<file path="src/rtl/pe_net_if_pkg.sv">
// Shared flit geometry and drop-counter definitions for the PE network interface.
package pe_net_if_pkg;

  // Default flit layout: {dest[AddrWidth-1:0], payload}.
  localparam int DefDataWidth = 34;
  localparam int DefAddrWidth = 2;

  // The drop counter saturates, so it can never wrap back to a small value.
  localparam int DropCntWidth = 8;
  localparam logic [DropCntWidth-1:0] DropCntMax = 8'd255;

  typedef logic [DropCntWidth-1:0] dropCnt_t;

  // The payload occupies the low bits below the dest field. This value is
  // also the bit offset of the dest field's LSB.
  function automatic int payloadWidth(int dataWidth, int addrWidth);
    return dataWidth - addrWidth;
  endfunction

endpackage

</file>
<file path="src/rtl/pe_net_if_sync_fifo.sv">
// Single-clock valid/ready FIFO. It has registered outputs only, so there is no
// combinational path from push to pop. The storage array is not reset.
module sync_fifo #(
  parameter int Width = 8,
  parameter int Depth = 4
) (
  input  logic             clk,
  input  logic             rst,
  input  logic             pushValid,
  output logic             pushReady,
  input  logic [Width-1:0] pushData,
  output logic             popValid,
  input  logic             popReady,
  output logic [Width-1:0] popData
);

  localparam int PtrW = $clog2(Depth);

  logic [Width-1:0] mem [Depth];
  logic [PtrW-1:0]  wrPtr;
  logic [PtrW-1:0]  rdPtr;
  logic [PtrW:0]    count;
  logic             doPush;
  logic             doPop;

  assign pushReady = (count != (PtrW+1)'(Depth));
  assign popValid  = (count != '0);
  assign popData   = mem[rdPtr];
  assign doPush    = pushValid & pushReady;
  assign doPop     = popValid & popReady;

  // Storage write. The array is left unreset because its contents are never
  // observable while the FIFO is empty.
  always_ff @(posedge clk) begin
    if (doPush) mem[wrPtr] <= pushData;
  end

  // Pointers wrap naturally because Depth is a power of two.
  always_ff @(posedge clk or posedge rst) begin
    if (rst) begin
      wrPtr <= '0;
      rdPtr <= '0;
    end else begin
      if (doPush) wrPtr <= wrPtr + 1'b1;
      if (doPop)  rdPtr <= rdPtr + 1'b1;
    end
  end

  // Occupancy tracking. A simultaneous push and pop leaves the count unchanged.
  always_ff @(posedge clk or posedge rst) begin
    if (rst) begin
      count <= '0;
    end else begin
      case ({doPush, doPop})
        2'b10:   count <= count + 1'b1;
        2'b01:   count <= count - 1'b1;
        default: count <= count;
      endcase
    end
  end

endmodule

</file>
<file path="src/rtl/pe_net_if.sv">
// Leaf network interface for one PE. TX buffers PE words as addressed flits.
// RX keeps flits addressed to this leaf and counts the flits it discards.
module pe_net_if
  import pe_net_if_pkg::*;
#(
  parameter int DataWidth = DefDataWidth,
  parameter int AddrWidth = DefAddrWidth,
  parameter int MyAddr    = 0,
  parameter int FifoDepth = 4
) (
  input  logic                                i_sclk,
  input  logic                                i_reset,
  input  logic [DataWidth-AddrWidth-1:0]      i_pe_data,
  input  logic [AddrWidth-1:0]                i_pe_dest,
  input  logic                                i_pe_valid,
  output logic                                o_pe_ready,
  output logic [DataWidth-AddrWidth-1:0]      o_pe_data,
  output logic                                o_pe_valid,
  input  logic                                i_pe_ready,
  output logic [DataWidth-1:0]                o_net_data,
  output logic                                o_net_valid,
  input  logic                                i_net_ready,
  input  logic [DataWidth-1:0]                i_net_data,
  input  logic                                i_net_valid,
  output logic                                o_net_ready,
  output logic [DropCntWidth-1:0]             o_drop_count
);

  localparam int PayloadWidth = payloadWidth(DataWidth, AddrWidth);

  logic [AddrWidth-1:0] netDest;
  logic                 netForMe;
  logic                 rxPushValid;
  logic                 dropEvent;
  dropCnt_t             dropCount;

  assign netDest     = i_net_data[DataWidth-1 -: AddrWidth];
  assign netForMe    = (netDest == AddrWidth'(MyAddr));
  assign rxPushValid = i_net_valid & netForMe;
  // A foreign flit is consumed only under the same ready that gates RX
  // writes, so the tree sees a single consistent ready.
  assign dropEvent   = i_net_valid & o_net_ready & ~netForMe;

  sync_fifo #(
    .Width (DataWidth),
    .Depth (FifoDepth)
  ) txFifo (
    .clk       (i_sclk),
    .rst       (i_reset),
    .pushValid (i_pe_valid),
    .pushReady (o_pe_ready),
    .pushData  ({i_pe_dest, i_pe_data}),
    .popValid  (o_net_valid),
    .popReady  (i_net_ready),
    .popData   (o_net_data)
  );

  // Only the payload is kept on RX. The dest field of a stored flit always
  // equals MyAddr, so storing it would carry no information.
  sync_fifo #(
    .Width (PayloadWidth),
    .Depth (FifoDepth)
  ) rxFifo (
    .clk       (i_sclk),
    .rst       (i_reset),
    .pushValid (rxPushValid),
    .pushReady (o_net_ready),
    .pushData  (i_net_data[PayloadWidth-1:0]),
    .popValid  (o_pe_valid),
    .popReady  (i_pe_ready),
    .popData   (o_pe_data)
  );

  // Saturating count of flits that were addressed to other leaves.
  always_ff @(posedge i_sclk or posedge i_reset) begin
    if (i_reset) begin
      dropCount <= '0;
    end else if (dropEvent && (dropCount != DropCntMax)) begin
      dropCount <= dropCount + 1'b1;
    end
  end

  assign o_drop_count = dropCount;

endmodule

</file>
<file path="config.mk">
export PLATFORM = sky130hd
export DESIGN_NAME = pe_net_if
export DESIGN_NICKNAME = d
export VERILOG_FILES = /design/src/rtl/pe_net_if_pkg.sv /design/src/rtl/pe_net_if_sync_fifo.sv /design/src/rtl/pe_net_if.sv
export SDC_FILE = /design/constraint.sdc
export NUM_CORES = 1
export LEC_CHECK = 0
export CAP_MARGIN = 40
export CORE_ASPECT_RATIO = 0.8
export CORE_MARGIN = 2
export CORE_UTILIZATION = 55
export CTS_CLUSTER_DIAMETER = 40
export DETAILED_ROUTE_END_ITERATION = 6
export GPL_TIMING_DRIVEN = 0
export PLACE_DENSITY = 0.87
export SETUP_SLACK_MARGIN = 0.05
export SLEW_MARGIN = 20
export SYNTH_ARGS = -nofsm -noshare
export SYNTH_HDL_FRONTEND = slang
export SYNTH_SLANG_ARGS = --single-unit
</file>
<file path="constraint.sdc">
create_clock -name i_sclk -period 6.86 [get_ports i_sclk]
set_clock_uncertainty 0.1 [all_clocks]
set_input_delay 1.372 -clock i_sclk [delete_from_list [all_inputs] [get_ports i_sclk]]
set_output_delay 1.372 -clock i_sclk [all_outputs]
set_load 0.02 [all_outputs]
</file>
Word level (Yosys, flattened, before mapping)
Memory sizes are Yosys's and may differ from the RTL's.
Index checks and enable logic that the tools add are counted.
- bits in writable memories: 264
- bits in read-only memories: 0
- memories kept: 2
- input port bits: 74
- bits in latches: 0
- flip-flop bits (word level): 22
- output and inout bits: 78
- memories (name ; depth ; width ; read ports ; clocked after Yosys merged registers in ; wr ports ; RTL line ; source):
    txFifo.mem ; 4 ; 34 ; 1 ; 0 ; 1 ; pe_net_if_sync_fifo.sv:19 ; logic [Width-1:0] mem [Depth];
    rxFifo.mem ; 4 ; 32 ; 1 ; 0 ; 1 ; pe_net_if_sync_fifo.sv:19 ;
- shift-type cells: 0
- mux-type cells: 6
- magnitude comparators: 0
- equality and inequality tests: 7
- add/subtract/negate cells: 9
- div/mod/pow operators: 0
- multipliers: 0
- bitwise operators: 8
- reduce and logical (&&, ||, !) cells: 6
- operators with widths (cell ; number):
    $pmux W3 S2 ; 2
    $add A2 B1 Y2 const B ; 4
    $add A8 B1 Y8 const B ; 1
    $ne A8 B8 Y1 const B ; 1
    $and A1 B1 Y1 ; 7
    $add A3 B1 Y3 const B ; 2
    $ne A3 B3 Y1 const B ; 2
    $reduce_bool A3 Y1 ; 2
    $sub A3 B1 Y3 const B ; 2
    $eq A2 B1 Y1 const B ; 2
    $eq A2 B2 Y1 const B ; 2
    $mux W1 ; 4
    $reduce_bool A2 Y1 ; 2
    $logic_not A2 Y1 ; 1
    $logic_and A1 B1 Y1 ; 1
    $not A1 Y1 ; 1

Logic depth before layout (Yosys ltp)
Gate-level depths: netlist of the first run.
- depth in word-level cells: 5
- depth in mapped cells: 11
- gate-level depth less buffers: 11

Modules after synthesis
Synthesis of the first run repeated with hierarchy kept, for this count alone.
- cell total of the unflattened synthesis: 460
- area, all modules: 10799.1 sq um
- modules (own cells, without submodules) (module ; times used ; area each (sq um) ; cells an instance ; sequential area each (sq um)):
    sync_fifo (txFifo) ; 1 ; 5331.4 ; 216 ; 4259.1
    sync_fifo (rxFifo) ; 1 ; 5043.6 ; 206 ; 4018.9
    pe_net_if ; 1 ; 424.2 ; 38 ; 200.2

Least setup slack after synthesis of the first run
OpenSTA, ideal clock, no wires.
- path type: input to register
- start: input port i_net_valid
- end: memory rxFifo.mem[0][0] (netlist bit) (enable)
- buffers on the path: 0
- setup time: 0.392 ns
- stages on the path: 3
- setup slack: 3.861 ns
- required time: 6.368 ns
- data arrival time: 2.507 ns
- cells stage by stage: nand2_1 nor3_4 and2_1
- longest elaborated chain between the ends: 4
- ends and longest elaborated chain (what ; RTL line ; source):
    start, declared ; pe_net_if.sv:24 ; input logic i_net_valid,
    $and A1 B1 Y1 ; pe_net_if.sv:39 ; assign rxPushValid = i_net_valid & netForMe;
    $and A1 B1 Y1 ; pe_net_if_sync_fifo.sv:29 ; assign doPush = pushValid & pushReady;
    $mux W1 ; pe_net_if_sync_fifo.sv:35 ; if (doPush) mem[wrPtr] <= pushData;
    $mux W1 (not written as such) ; pe_net_if_sync_fifo.sv:35 ;
    end, declared ; pe_net_if_sync_fifo.sv:19 ;
Every way passes these cells.

Worst setup path after layout of the first run
- start: register rxFifo.rdPtr[1]
- end: output port o_pe_data[3]
- longest elaborated chain between the ends: 1
- ends and longest elaborated chain (what ; RTL line ; source):
    start, declared ; pe_net_if_sync_fifo.sv:21 ; logic [PtrW-1:0] rdPtr;
    start signal, assigned ; pe_net_if_sync_fifo.sv:45 ; if (doPop) rdPtr <= rdPtr + 1'b1;
    $mem_v2 Z4 W32 ; - ;
    end, declared ; pe_net_if.sv:17 ; output logic [DataWidth-AddrWidth-1:0] o_pe_data,
Every way passes these cells.

==> results of run 1 <==
-- where the power goes --
part	internal [uW]	switching, uW	leakage [uW]
sequential	2190	101	0.00267
clock	992	669	0.000506
combinational	1030	1030	0.00152
total	4210	1800	0.00469
-- worst max-delay path, delay by kind of cell, from the launching register on --
| family | cells | cell delay [ns] |
|---|---|---|
| buffers and inverters | 3 | 1.30 |
| multiplexers | 1 | 0.43 |
| flip-flops | 1 | 0.33 |
-- kinds of logic after synthesis --
group | after synthesis
AOI/OAI and AO/OA | 8
xor gates and xnor gates | 16
adders and majority gates | 13
buffers and inverters | 31
DFF | 286
muxes | 72
and+or+nand+nor | 32
-- routing by layer --
layer,global-route usage [%],wire length (um)
met5,0,0
met4,5.087,407
met3,3.393,937
met2,35.17,10650
met1,25.87,8141
-- area by class of cell --
| type | count | area, um^2 |
|---|---|---|
| Multi-Input combinational cell | 141 | 2155 |
| Sequential cell | 286 | 8478 |
| Clock buffer | 35 | 790.8 |
| Inverter | 15 | 56.30 |
| Buffer | 16 | 93.84 |
| Timing Repair Buffer | 160 | 1687 |
| Fill cell | 1088 | 5255 |
| Clock inverter | 23 | 249.0 |
| Tap cell | 258 | 322.8 |
-- state kept, by name (all words and copies together), names as in the netlist --
name,flops
txFifo.wrPtr,2
o_drop_count,8
txFifo.count,3
txFifo.mem,136
rxFifo.wrPtr,2
rxFifo.count,3
txFifo.rdPtr,2
rxFifo.mem,128
rxFifo.rdPtr,2
-- how the worst max path moves through the flow --
stage,endpoint,slack [ns],cells after the start
after floorplan,rxFifo.mem[0][0],3.86,3
after global placement,rxFifo.mem[0][19],2.84,4
after detailed placement,o_net_data[19],3.31,4
after CTS,o_net_data[19],2.74,4
after global routing,o_pe_data[3],2.67,4
final,o_pe_data[3],2.79,4
-- placed cells by master (no fill, tap or decap), drive strengths merged, types with 4 or more instances in the layout --
cell and count:
edfxtp 264, clkdlybuf4s50 151, mux4 66, clkbuf 37, inv 23, buf 23, dfrtp 22, ha 11
xnor2 9, clkinv 9, xor2 7, and2 7, and3 5, nand2 5, bufinv 4, mux2 4
-- cells in the mapped netlist --
cell type,n,area [um^2]
xnor2_1,9,78.83
edfxtp_1,264,7928
fa_1,2,40.04
buf_1,1,3.750
and3_1,4,25.02
nor3_2,1,10.01
nor3b_2,1,12.51
mux2_4,2,30.03
xor2_1,7,61.31
nand3_1,3,15.01
nand2b_1,1,6.260
a21oi_1,3,15.01
nor2_1,3,11.26
a41oi_1,1,8.760
nor4_1,1,6.260
buf_4,7,52.55
nand2_4,1,11.26
o2111ai_1,1,8.760
clkbuf_1,2,7.510
buf_2,6,30.03
dfrtp_1,22,550.5
and2_1,7,43.79
o21ai_1,1,5.000
and3_2,1,7.510
nor3_4,1,16.27
mux2i_1,2,20.02
nand2_1,4,15.01
ha_1,11,137.6
o21ai_0,1,5.000
o21a_4,1,15.01
inv_1,15,56.30
nand4_1,1,6.260
mux4_2,66,1486
mux2_2,2,22.52
or3_1,2,12.51
and4_4,1,11.26
-- through the flow --
stage / utilization [%] / cell area [um^2]
floorplan: - / 10770
global placement: 66.05 / 12610
detailed placement: 67.02 / 12790
CTS: 72.47 / 13830
global route: 72.47 / 13830
finish: 72.47 / 13830
==> flow_metrics.env, run 1 <==
export IMPL_outcome="completed"
export IMPL_initial_core_util_pct=56.44
export IMPL_cp_start_kind="register"
export IMPL_gp_congestion=0.7505
export IMPL_ant_nets=0
export IMPL_cts_buffers_inserted=31
export IMPL_grt_pass1_vias=5572
export IMPL_setup_viol=0
export IMPL_crit_arrival_ns=2.60
export IMPL_clk_pin_slew_worst_paths_ns=0.06
export IMPL_rows=45
export IMPL_worstHoldStart="txFifo.count[2]"
export IMPL_post_cts_buffers=0
export IMPL_cts_tree="done"
export IMPL_syn_avg_cell_area_um2=23.52
export IMPL_wl_mm=20.14
export IMPL_post_cts_resized=0
export IMPL_drv_cap=0
export IMPL_dp_slack_ns=3.307
export IMPL_drc_errors=0
export IMPL_n_antenna_cell=0
export IMPL_slew_violations=0
export IMPL_die_area_um2=20730
export IMPL_power_uw=6016
export IMPL_cts_hold_buf=0
export IMPL_r2r_end="rxFifo.count[2]"
export IMPL_wl_per_cell_um=21.56
export IMPL_r2r_start="rxFifo.count[0]"
export IMPL_cp_startpoint="rxFifo.rdPtr[1]"
export IMPL_crit_required_ns=5.39
export IMPL_nets=738
export IMPL_cts_sinks=286
export IMPL_p_leak_uw=0.004689
export IMPL_grt_pass1_wl_mm=31.18
export IMPL_rsz0062_at_grt="no"
export IMPL_antenna_found_initial=0
export IMPL_synth_adder_area_share_pct=1.649
export IMPL_place_inst=876
export IMPL_overflow=0
export IMPL_synth_simple_area_share_pct=1.951
export IMPL_grt_use_total_pct=19.75
export IMPL_finalCriticalPeriod_ns=4.068
export IMPL_post_layout_nonfiller_instances=934
export IMPL_dp_hpwl_mm=12.85
export IMPL_fin_crit_sh_pct=59.31
export IMPL_via_count=5133
export IMPL_syn_inst=458
export IMPL_clockBufferDepth=3
export IMPL_h_tree_depth=1
export IMPL_synth_cell_types=36
export IMPL_powerDensity_nw_per_um2=435.0
export IMPL_portBuffers=151
export IMPL_setup_tns_ns=0
export IMPL_holdPathEnd="txFifo.count[2]"
export IMPL_synth_top_family_by_area="multiplexers"
export IMPL_synth_xor_area_share_pct=1.301
export IMPL_synth_cell_area_um2=10770
export IMPL_viasPerCell=5.496
export IMPL_synthMuxAreaShare_pct=14.47
export IMPL_drive_above_1_share_pct=23.22
export IMPL_dr_pass1_iters=4
export IMPL_fmax_mhz=245.8
export IMPL_drt_initial_drc_count=304
export IMPL_critPathMaxFanout=10
export IMPL_fp_dieW_um=160.5
export IMPL_ff2ff_path_depth=11
export IMPL_syn_nets=545
export IMPL_cp_slowest_cell="clkdlybuf4s50_1"
export IMPL_holdWs_ns=0.3954
export IMPL_critPathKind="register to output pin"
export IMPL_hold_path_depth=1
export IMPL_hp_class="register to register"
export IMPL_synth_compound_area_share_pct=0.5343
export IMPL_grt_max_degree=28
export IMPL_ys_ff_latch=286
export IMPL_area_delta_synth_final_pct=28.40
export IMPL_worst_pin_slew_ns=0.7132
export IMPL_maxSlewHeadroom_pct=52.46
export IMPL_regToRegSetupSlack_ns=4.53
export IMPL_crit_chain="buf_2, clkbuf_1, mux4_2, clkdlybuf4s50_1"
export IMPL_clkLatencyLatePin_ns=0.53
export IMPL_io_pins=152
export IMPL_cts_root_buf="clkbuf_16"
export IMPL_cpPeakStageDelay_ns=0.58
export IMPL_yosysWarnings=0
export IMPL_setup_ws_ns=2.792
export IMPL_dieHeight_um=129.2
export IMPL_seq_area_frac_synth_pct=78.70
export IMPL_core_area_um2=19090
export IMPL_worstSetupEndpointType="output pin"
export IMPL_hold_viol=0
export IMPL_ir_worst_vdd_mv=0.2570
(Power assumes the default switching activity.)
==> run 2: changes to the inputs <==
--- a/config.mk
+++ b/config.mk
@@ -8,11 +8,11 @@
 export CAP_MARGIN = 40
 export CORE_ASPECT_RATIO = 0.8
 export CORE_MARGIN = 2
-export CORE_UTILIZATION = 55
+export CORE_UTILIZATION = 49
 export CTS_CLUSTER_DIAMETER = 40
 export DETAILED_ROUTE_END_ITERATION = 6
 export GPL_TIMING_DRIVEN = 0
-export PLACE_DENSITY = 0.87
+export PLACE_DENSITY = 0.83
 export SETUP_SLACK_MARGIN = 0.05
 export SLEW_MARGIN = 20
 export SYNTH_ARGS = -nofsm -noshare
==> constraint.sdc (replaced) <==
create_clock -name i_sclk -period 3.55 [get_ports i_sclk]
set_clock_uncertainty 0.1 [all_clocks]
set_input_delay 0.71 -clock i_sclk [delete_from_list [all_inputs] [get_ports i_sclk]]
set_output_delay 0.71 -clock i_sclk [all_outputs]
set_load 0.02 [all_outputs]
==> run 2 against run 1 <==
Critical path depth stayed put. Critical endpoint is now o_pe_data[12]. Design area grew 1.5%. Sequential share of layout area down 0.89 points. Highest routed layer unchanged.
==> flow_metrics.env, run 2 (synthesis results as in run 1) <==
export IMPL_maxSlewHeadroom_pct=56.91
export IMPL_wl_mm=20.67
export IMPL_setup_tns_ns=0
export IMPL_n_antenna_cell=0
export IMPL_p_leak_uw=0.004795
export IMPL_nets=742
export IMPL_internal_power_uw=8391
export IMPL_clkPwrFrac_pct=29.2
export IMPL_fillers=1400
export IMPL_core_area_um2=21560
export IMPL_slew_violations=0
export IMPL_clk_pin_slew_worst_paths_ns=0.06
export IMPL_swShare_pct=29.87
export IMPL_fin_crit_sh_pct=92.88
export IMPL_cts_sinks=286
export IMPL_power_frac_comb_pct=33.7
export IMPL_area_delta_synth_final_pct=30.28
export IMPL_outcome="completed"
export IMPL_clockBufferDepth=3
export IMPL_cp_startpoint="rxFifo.rdPtr[1]"
export IMPL_fp_dieW_um=169.8
export IMPL_crit_arrival_ns=2.49
export IMPL_critPathKind="register to output pin"
export IMPL_setup_viol=0
export IMPL_finalCriticalPeriod_ns=3.297
export IMPL_grt_max_degree=29
export IMPL_drv_cap=0
export IMPL_antenna_found_initial=0
export IMPL_cp_start_kind="register"
export IMPL_drive_above_1_share_pct=24.67
export IMPL_gp_congestion=0.7499
export IMPL_initial_core_util_pct=49.97
export IMPL_dieHeight_um=136.6
export IMPL_cts_root_buf="clkbuf_16"
export IMPL_power_uw=11970
export IMPL_powerDensity_nw_per_um2=852.5
export IMPL_grt_pass1_vias=5659
export IMPL_drt_initial_drc_count=357
export IMPL_crit_required_ns=2.74
export IMPL_power_switching_uw=3574
export IMPL_worstSetupEndpointType="output pin"
export IMPL_crit_chain="buf_2, clkbuf_1, mux4_2, clkdlybuf4s50_1"
export IMPL_dp_hpwl_mm=14.06
export IMPL_io_pins=152
export IMPL_portBuffers=151
export IMPL_ir_worst_vdd_mv=0.4502
export IMPL_drc_errors=0
export IMPL_layout_commonest_cell="edfxtp_1"
export IMPL_largest_register="txFifo.mem"
export IMPL_cp_slowest_cell="clkdlybuf4s50_1"
export IMPL_rows=48
export IMPL_worst_pin_slew_ns=0.6464
export IMPL_via_count=5224
export IMPL_critPathMaxFanout=10
export IMPL_r2r_start="rxFifo.count[0]"
export IMPL_clkLatencyLatePin_ns=0.48
export IMPL_ant_nets=0
export IMPL_cts_tree="done"
export IMPL_viasPerCell=5.464
export IMPL_die_area_um2=23190
export IMPL_largest_reg_flops=136
export IMPL_fmax_mhz=303.3
export IMPL_wl_per_cell_um=21.62
export IMPL_post_cts_buffers=0
export IMPL_dr_pass1_iters=5
export IMPL_mostFrequentLayoutCells="264 x edfxtp_1, 151 x clkdlybuf4s50_1, 66 x mux4_2"
export IMPL_cpPeakStageDelay_ns=0.58
export IMPL_grt_pass1_wl_mm=31.24
export IMPL_pwr_share_seq_pct=37.1
export IMPL_grt_use_total_pct=17.80
export IMPL_hp_class="primary input to asynchronous set/reset pin"
export IMPL_cts_buffers_inserted=35
export IMPL_overflow=0
export IMPL_h_tree_depth=2
export IMPL_rsz0062_at_grt="no"
export IMPL_hold_viol=0
==> run 2: cell count changes in the layout (fill, tap and decap cells not counted) <==
cell / before / now
clkinv_4: 1 / 2
buf_1: 1 / 0
inv_8: 0 / 3
clkbuf_2: 0 / 1
clkinv_2: 4 / 11
bufinv_16: 4 / 3
buf_12: 8 / 1
buf_16: 0 / 7
clkbuf_1: 6 / 3
clkbuf_16: 31 / 37
clkinvlp_4: 2 / 1
clkinv_1: 4 / 2
inv_6: 8 / 3
==> run 2: worst max-delay path, delay by kind of cell (launching register included) <==
kind | cells | cell delay, ns
flops | 1 | 0.32
buf+inv | 3 | 1.26
mux | 1 | 0.42
==> run 2: metal layers <==
layer  global-route usage, %  up-vias  routed length (um)
li1                        -     2292                   -
met1                   23.86     2750                8588
met2                   30.11      146               10750
met3                   3.065       36                 796
met4                   5.935        0                 530
met5                       0        -                   0
==> run 2: layout make-up <==
| type | instances | area (um^2) | area share [%] |
|---|---|---|---|
| tap | 275 | 344.1 | 2.452 |
| buffer | 16 | 95.09 | 0.6775 |
| clock buffer | 38 | 929.6 | 6.624 |
| timing repair buffer | 160 | 1739 | 12.39 |
| inverter | 15 | 56.30 | 0.4012 |
| clock inverter | 25 | 237.7 | 1.694 |
| multi-input combinational | 141 | 2155 | 15.35 |
| sequential | 286 | 8478 | 60.41 |
==> run 2: timing repair <==
item	4_1_cts	5_1_grt
resized for setup	0	1
hold buffers	0	0
setup endpoints to repair	0	7
==> run 2: through the flow <==
stage | cell area, um^2 | std cells | hold WS [ns] | util, % | setup WS, ns
after floorplan | 10770 | 458 | 0.3453 | - | 1.165
after global placement | 12630 | 884 | 0.3637 | 58.57 | 0.1697
after detailed placement | 12850 | 892 | 0.3984 | 59.60 | 0.6332
after CTS | 14020 | 955 | 0.4056 | 65.02 | 0.1091
after global routing | 14030 | 956 | 0.3419 | 65.09 | 0.1550
final | 14030 | 956 | 0.3366 | 65.09 | 0.2528
==> run 2: power by group through the flow <==
stage	registers [uW]	clock network (uW)	logic [uW]
after floorplan	4490	0	2370
after global placement	4470	0	3860
after detailed placement	4500	0	4080
after CTS	4440	3570	4110
after global routing	4480	3700	4280
final	4440	3490	4040
==> run 2: path summary, 6_finish.rpt <==
| path | end | slack (ns) | cells after the start |
|---|---|---|---|
| worst max-delay path | o_pe_data[12] | 0.25 | 4 |
| worst min-delay path | o_drop_count[5] | 0.34 | 2 |
| worst max register to register | rxFifo.count[2] | 1.17 | 11 |
| worst min register to register | txFifo.count[0] | 0.40 | 1 |
| max in group asynchronous | txFifo.rdPtr[0] | 2.61 | 3 |
| min in group i_sclk | txFifo.count[0] | 0.40 | 1 |
==> run 3: changes to the inputs <==
--- a/config.mk
+++ b/config.mk
@@ -14,6 +14,7 @@
 export GPL_TIMING_DRIVEN = 0
 export PLACE_DENSITY = 0.83
 export SETUP_SLACK_MARGIN = 0.05
+export SKIP_LAST_GASP = 1
 export SLEW_MARGIN = 20
 export SYNTH_ARGS = -nofsm -noshare
 export SYNTH_HDL_FRONTEND = slang
==> results of run 3 <==
The final DEF is identical to that of run 2; final timing and power are the same.
